### src/rtl/id_ex_stage.sv
// ID/EX pipeline register with MEM/WB operand forwarding and load-use bubble insertion.
// One cycle ID->EX; ex_hold freezes EX, and load-use or hold raises id_stall to freeze ID.
module id_ex_stage (
   input  logic        clk,
   input  logic        rst,
   input  logic        id_valid,
   input  logic [31:0] id_pc,
   input  logic [4:0]  id_alu_ctl,
   input  logic [4:0]  id_rs1_addr,
   input  logic [4:0]  id_rs2_addr,
   input  logic        id_rs1_used,
   input  logic        id_rs2_used,
   input  logic [31:0] id_rs1_data,
   input  logic [31:0] id_rs2_data,
   input  logic [31:0] id_imm,
   input  logic        id_use_imm,
   input  logic [4:0]  id_shamt,
   input  logic [4:0]  id_rd_addr,
   input  logic        id_reg_wr,
   input  logic        id_mem_rd,
   input  logic        id_mem_wr,
   input  logic [4:0]  mem_rd_addr,
   input  logic        mem_reg_wr,
   input  logic [31:0] mem_result,
   input  logic [4:0]  wb_rd_addr,
   input  logic        wb_reg_wr,
   input  logic [31:0] wb_result,
   input  logic        ex_hold,
   input  logic        ex_flush,
   output logic [4:0]  alu_ctl,
   output logic [31:0] data0,
   output logic [31:0] data1,
   output logic [4:0]  shamt,
   output logic        ex_valid,
   output logic [31:0] ex_pc,
   output logic [4:0]  ex_rd_addr,
   output logic        ex_reg_wr,
   output logic        ex_mem_rd,
   output logic        ex_mem_wr,
   output logic [31:0] ex_store_data,
   output logic        id_stall
);

   typedef struct packed {
      logic        valid;
      logic [31:0] pc;
      logic [4:0]  alu_ctl;
      logic [4:0]  rs1_addr;
      logic [4:0]  rs2_addr;
      logic [31:0] rs1_data;
      logic [31:0] rs2_data;
      logic [31:0] imm;
      logic        use_imm;
      logic [4:0]  shamt;
      logic [4:0]  rd_addr;
      logic        reg_wr;
      logic        mem_rd;
      logic        mem_wr;
   } ex_state_t;

   ex_state_t   ex_q;
   ex_state_t   ex_d;
   logic [31:0] fwd1;
   logic [31:0] fwd2;
   logic        load_use;

   // MEM is younger than WB, so it wins; x0 is hardwired and never forwarded.
   always_comb begin
      fwd1 = ex_q.rs1_data;
      if (mem_reg_wr && mem_rd_addr != 5'd0 && mem_rd_addr == ex_q.rs1_addr)
         fwd1 = mem_result;
      else if (wb_reg_wr && wb_rd_addr != 5'd0 && wb_rd_addr == ex_q.rs1_addr)
         fwd1 = wb_result;
      fwd2 = ex_q.rs2_data;
      if (mem_reg_wr && mem_rd_addr != 5'd0 && mem_rd_addr == ex_q.rs2_addr)
         fwd2 = mem_result;
      else if (wb_reg_wr && wb_rd_addr != 5'd0 && wb_rd_addr == ex_q.rs2_addr)
         fwd2 = wb_result;
   end

   assign load_use = ex_q.valid && ex_q.mem_rd && ex_q.rd_addr != 5'd0 && id_valid &&
                     ((id_rs1_used && id_rs1_addr == ex_q.rd_addr) ||
                      (id_rs2_used && id_rs2_addr == ex_q.rd_addr));
   assign id_stall = (load_use || ex_hold) && !ex_flush;

   always_comb begin
      ex_d = ex_q;
      if (ex_flush) begin
         ex_d = '0;
      end else if (ex_hold) begin
         // Refresh operands so a WB value retiring during the hold is not lost.
         ex_d.rs1_data = fwd1;
         ex_d.rs2_data = fwd2;
      end else if (load_use || !id_valid) begin
         ex_d = '0;
      end else begin
         ex_d.valid    = 1'b1;
         ex_d.pc       = id_pc;
         ex_d.alu_ctl  = id_alu_ctl;
         ex_d.rs1_addr = id_rs1_addr;
         ex_d.rs2_addr = id_rs2_addr;
         ex_d.rs1_data = id_rs1_data;
         ex_d.rs2_data = id_rs2_data;
         ex_d.imm      = id_imm;
         ex_d.use_imm  = id_use_imm;
         ex_d.shamt    = id_shamt;
         ex_d.rd_addr  = id_rd_addr;
         ex_d.reg_wr   = id_reg_wr;
         ex_d.mem_rd   = id_mem_rd;
         ex_d.mem_wr   = id_mem_wr;
      end
   end

   always_ff @(posedge clk) begin
      if (rst) ex_q <= '0;
      else     ex_q <= ex_d;
   end

   assign alu_ctl       = ex_q.alu_ctl;
   assign data0         = fwd1;
   assign data1         = ex_q.use_imm ? ex_q.imm : fwd2;
   assign shamt         = ex_q.shamt;
   assign ex_valid      = ex_q.valid;
   assign ex_pc         = ex_q.pc;
   assign ex_rd_addr    = ex_q.rd_addr;
   assign ex_reg_wr     = ex_q.reg_wr;
   assign ex_mem_rd     = ex_q.mem_rd;
   assign ex_mem_wr     = ex_q.mem_wr;
   assign ex_store_data = fwd2;

endmodule

### config.mk
export PLATFORM = sky130hd
export DESIGN_NAME = id_ex_stage
export DESIGN_NICKNAME = d
export VERILOG_FILES = /design/src/rtl/id_ex_stage.sv
export SDC_FILE = /design/constraint.sdc
export NUM_CORES = 1
export LEC_CHECK = 0
export CORE_MARGIN = 3
export CORE_UTILIZATION = 40
export CTS_CLUSTER_DIAMETER = 100
export DETAILED_ROUTE_END_ITERATION = 8
export PLACE_DENSITY = 0.88
export SLEW_MARGIN = 10
export SYNTH_ARGS = -nofsm -noshare
export SYNTH_HDL_FRONTEND = slang
export SYNTH_SLANG_ARGS = --single-unit
### constraint.sdc
create_clock -name clk -period 3.1 [get_ports clk]
set_input_delay 0.465 -clock clk [delete_from_list [all_inputs] [get_ports clk]]
set_output_delay 0.465 -clock clk [all_outputs]
set_load 0.01 [all_outputs]
# --- Word level (Yosys, flattened, before mapping) ---
# Index checks and enable logic that the tools add are counted.
totals:
  reg_bits: 158
  input_bits: 240
  out_inout_bits: 148
  word_cells: 49
op_classes:
  eq_ne: 6
  mux: 7
  reduce_logical: 22
ops:
  columns: ["cell", "count"]
  rows:
  - ["two-way mux 32 bit", 5]
  - ["two-way mux 158 bit", 1]
  - ["two-way mux 64 bit", 1]
  - ["equality test 5 bit", 6]
  - ["nonzero test 5 bit", 3]
  - ["logical AND 1 bit", 13]
  - ["logical OR 1 bit", 3]
  - ["logical NOT 1 bit", 2]
  - ["OR reduction 2 bit", 1]

# --- Logic depth before layout (Yosys ltp) ---
logic_depth:
  word_depth: 7
  depth_mapped: 7
  ltp_nobuf: 5

# --- Worst setup path after synthesis ---
# No wires, ideal clock.
synth_path:
  path_type: "input-to-output"
  start: "in mem_rd_addr[1]"
  end: "out data1[0]"
  arrival_ns: 2.084
  required_ns: 2.635
  setup_slack_ns: 0.551
  stages: 7
  path_buffers: 2
  cell_sequence: "or4_4 o211ai_2 or2_1 buf_4 buf_12 a31oi_4 mux2_2"
synth_between:
  elab_chain_cells: 5
  elab_cells_between_ends: 6
  classes_between: "1 x eq/ne; 2 x mux; 3 x reduce/logical"
synth_lines:
  columns: ["item", "line_no", "rtl"]
  rows:
  - ["start, declared", "22", "input logic [4:0] mem_rd_addr,"]
  - ["nonzero test 5 bit", "75", "if (mem_reg_wr && mem_rd_addr != 5'd0 && mem_rd_addr == ex_q.rs2_addr)"]
  - ["logical AND 1 bit", "75", null]
  - ["logical AND 1 bit *", "75", null]
  - ["two-way mux 32 bit *", "75", null]
  - ["net ex_store_data[0]", "40", "output logic [31:0] ex_store_data,"]
  - ["two-way mux 32 bit *", "121", "assign data1 = ex_q.use_imm ? ex_q.imm : fwd2;"]
  - ["end, declared", "32", "output logic [31:0] data1,"]
# The timed path passes the listed nets; every way through them passes the cells marked *.

# --- Worst setup path after layout ---
layout_path:
  start: "reg ex_q[114] (netlist bit)"
  end: "out data1[19]"
layout_between:
  elab_chain_cells: 5
  elab_cells_between_ends: 7
  classes_between: "2 x eq/ne; 3 x mux; 2 x reduce/logical"
layout_lines:
  columns: ["item", "line_no", "rtl"]
  rows:
  - ["start, declared", "61", "ex_state_t ex_q;"]
  - ["start signal, assigned", "115", "if (rst) ex_q <= '0;"]
  - ["start signal, assigned", "116", "else ex_q <= ex_d;"]
  - ["equality test 5 bit", "77", "else if (wb_reg_wr && wb_rd_addr != 5'd0 && wb_rd_addr == ex_q.rs2_addr)"]
  - ["logical AND 1 bit", "77", null]
  - ["two-way mux 32 bit", "77", null]
  - ["two-way mux 32 bit *", "75", null]
  - ["two-way mux 32 bit *", "121", null]
# Every way passes the cells marked *; elsewhere a longest branch is shown, timed or not.

==> run metrics <==
DRC=0; CTS tree=built; FMAX=between 300 and 400 MHz; area delta synth->final=73.2%; Vias=9225; TritonCTS Buffers=17; Synth Register Bits=158; GPL Wtd Cong=0.977; Hold Path Cell Cnt=1; hold_sp=ex_q[23]; R2R cell count=8; area of the multi-input gates=4560 um2; final count of hold timing violations=0; total congestion overflow=0; Max FO, Critical Path=21; Clock Sinks=158; DR iter-0 viols=654; Filler Cell Count=1334; I/O Pins=388; register area share after synthesis=0.383; worst skew pair latency=430 ps; largest net degree at the start of global routing=72; ys flop type=dfxtp_1; First-pass DRT Iterations=8; post-synthesis cell area=8250 um2; layout cells sized above 1=0.299; Power Dens Cells=377 nW/um2; FF+latch area=around 3200 um2; Total GRT Usage=0.308; reg2reg start=ex_q[115]; CTS max path bufs=2; data required time at the worst endpoint=2630 ps; Wirelength per Cell=24.5 um; Die Span Y=150 um; crit share post-route=0.996; Initial Util=0.416; Post-synth EDFFs=0; startpoint type of the worst setup path=flip-flop; utilization after layout=0.720; DP HPWL=~26000 um; area post-placement=~13000 um2; site row count=51; Die ar.=22400 um2; Lkg Pwr=5.43 nW; clock-pin transition on the worst setup and hold timing paths=about 70 ps; Clk Tree Root Cell=clkbuf_16; Post-synth ARST share=0; MaxCap Viol Count=0; worst hold path type=flip-flop to flip-flop; Mapped Cells=812; first-pass GRT wire length=53400 um; post-route minimum period=3090 ps; nets@finish=around 1500; clock skew=27.5 ps; VDD IR max=0.441 mV; Worst-Margin Slew=515 ps; Slew HR=0.655; port bufs=387; RSZ-0062 raised after global routing=yes; post-route design area=14300 um2; FF-to-FF End=ex_q[105]; placeable core region=19800 um2; Final setup violation count=0; R2R Setup Slk=830 ps; DRT antenna net count=0; H-tree depth=4; Syn Nets=between 1000 and 1500; synthesized area per cell=10.2 um2; vias in the first global route=9390; worst endpoint data arrival time=2620 ps; crit end category=output pin; total routed wirelength=about 37000 um; status=finished, final reports clean; worst hold path endpoint=ex_q[23]; Warnings, synthesis=0; die width=150 um; Unique masters post-synth=30; critical path class=flip-flop to output pin; post-DR vias/cell=6.08; Slew Limit Fails=0; initial antenna violation count=3
synthesized netlist by cell type, types with 2 or more instances:
cell type  number  area (um2)
dfxtp_1       158        3160
a31oi_4        30         638
buf_2          34         170
a22o_1        157        1380
xor2_1         10        87.6
or2_2           2        12.5
or4_4           2        22.5
a31oi_1        34         213
o211ai_2        2        25.0
nand3_1         2        10.0
nor2_1          3        11.3
buf_1           4        15.0
nand2_1         2        7.51
a21oi_1         2        10.0
xnor2_1        20         175
o31ai_1        64         480
buf_12          3        60.1
mux2_2         32         360
nand4_1        68         425
buf_4          48         360
clkbuf_1       57         214
or3_1           3        18.8
or2_1           2        12.5
nor3_1         67         335
layer usage:
layer,GRT usage,vias to the layer above,wire length (um),part of all wire
li1,-,4034,-,-
met1,0.348,4443,13400,0.36
met2,0.530,609,18400,0.49
met3,0.0851,137,3600,0.097
met4,0.159,2,1800,0.048
met5,0,-,13,0.00035
cell type report:
type	instances	share of cell area
antenna	1	0.000175
clock buffer	17	0.0298
clock inverter	15	0.0133
inverter	1	0.000263
multi-input combinational	507	0.319
sequential	158	0.222
tap	265	0.0232
timing repair buffer	553	0.393
worst max path at each step:
| stage | end | slack [ps] | startpoint | cells past startpoint |
|---|---|---|---|---|
| floorplan | data1[0] | 550 | mem_rd_addr[1] | 7 |
| global placement | data0[30] | -480 | mem_rd_addr[1] | 9 |
| detailed placement | data1[31] | -640 | wb_rd_addr[1] | 8 |
| CTS | data1[25] | 20 | mem_rd_addr[0] | 9 |
| global route | data1[19] | -50 | ex_q[114] | 8 |
| finish | data1[19] | 10 | ex_q[114] | 8 |
layout by cell type, fill, tap and decap left out, types with 26 or more instances in the layout:
cell type        instances
buf_4                  110
a22o_1                 157
buf_12                  37
o31ai_1                 49
dfxtp_1                154
a31oi_4                 33
clkdlybuf4s50_1        282
nand4_1                 68
buf_2                   26
mux2_2                  30
nor3_1                  58
a31oi_1                 28
flip-flops by register name, indices dropped and copies added, names as in the netlist:
register / cells
alu_ctl: 5
ex_pc: 32
ex_q: 107
shamt: 5
ex_mem_rd: 1
ex_valid: 1
ex_reg_wr: 1
ex_mem_wr: 1
ex_rd_addr: 5
what timing repair did:
action / CTS / global route
pin swaps: 23 / 11
gates resized for setup: 302 / 46
endpoints found under the hold margin: 0 / 0
hold buffers: 0 / 0
setup buffers: 19 / 2
setup endpoints to repair: 96 / 66
cloned: 6 / 1
report_power, final:
| part | switching (W) | internal (W) | total, W |
|---|---|---|---|
| Clock | 0.00105 | 0.00110 | 0.00215 |
| Sequential | 0.0000284 | 0.00207 | 0.00210 |
| Combinational | 0.000496 | 0.000642 | 0.00114 |
cells by family (layout without fill, tap and decap cells):
| family | after synthesis | count (layout) | synth area share |
|---|---|---|---|
| AO/OA/AOI/OAI | 294 | 294 | 0.338 |
| flip-flops | 158 | 158 | 0.383 |
| AND/OR/NAND/NOR | 151 | 151 | 0.104 |
| buffers and inverters | 147 | 586 | 0.0997 |
| multiplexers | 32 | 32 | 0.0437 |
| XOR/XNOR | 30 | 30 | 0.0318 |
| other | 0 | 1 | 0 |
critical path: stages (launching register included):
cell,delay (ps)
dfxtp_2,340
xor2_1,180
or3_4,430
buf_12,180
o31ai_4,300
buf_6,150
a31oi_4,80
mux2_4,290
clkdlybuf4s15_2,230
per-stage QoR:
step                      cells  hold WS (ps)  setup TNS [ps]  worst slack (ps)  power [W]
after floorplan             812           437               0               551    0.00250
after global placement     1457           450          -33790              -476    0.00320
after detailed placement   1457           453          -36770              -640    0.00322
after CTS                  1513           475               0              15.1    0.00537
after global routing       1517           483            -125             -45.1    0.00554
final                      1517           476               0              13.8    0.00539
Note: power is estimated with default switching activity, not from simulation.
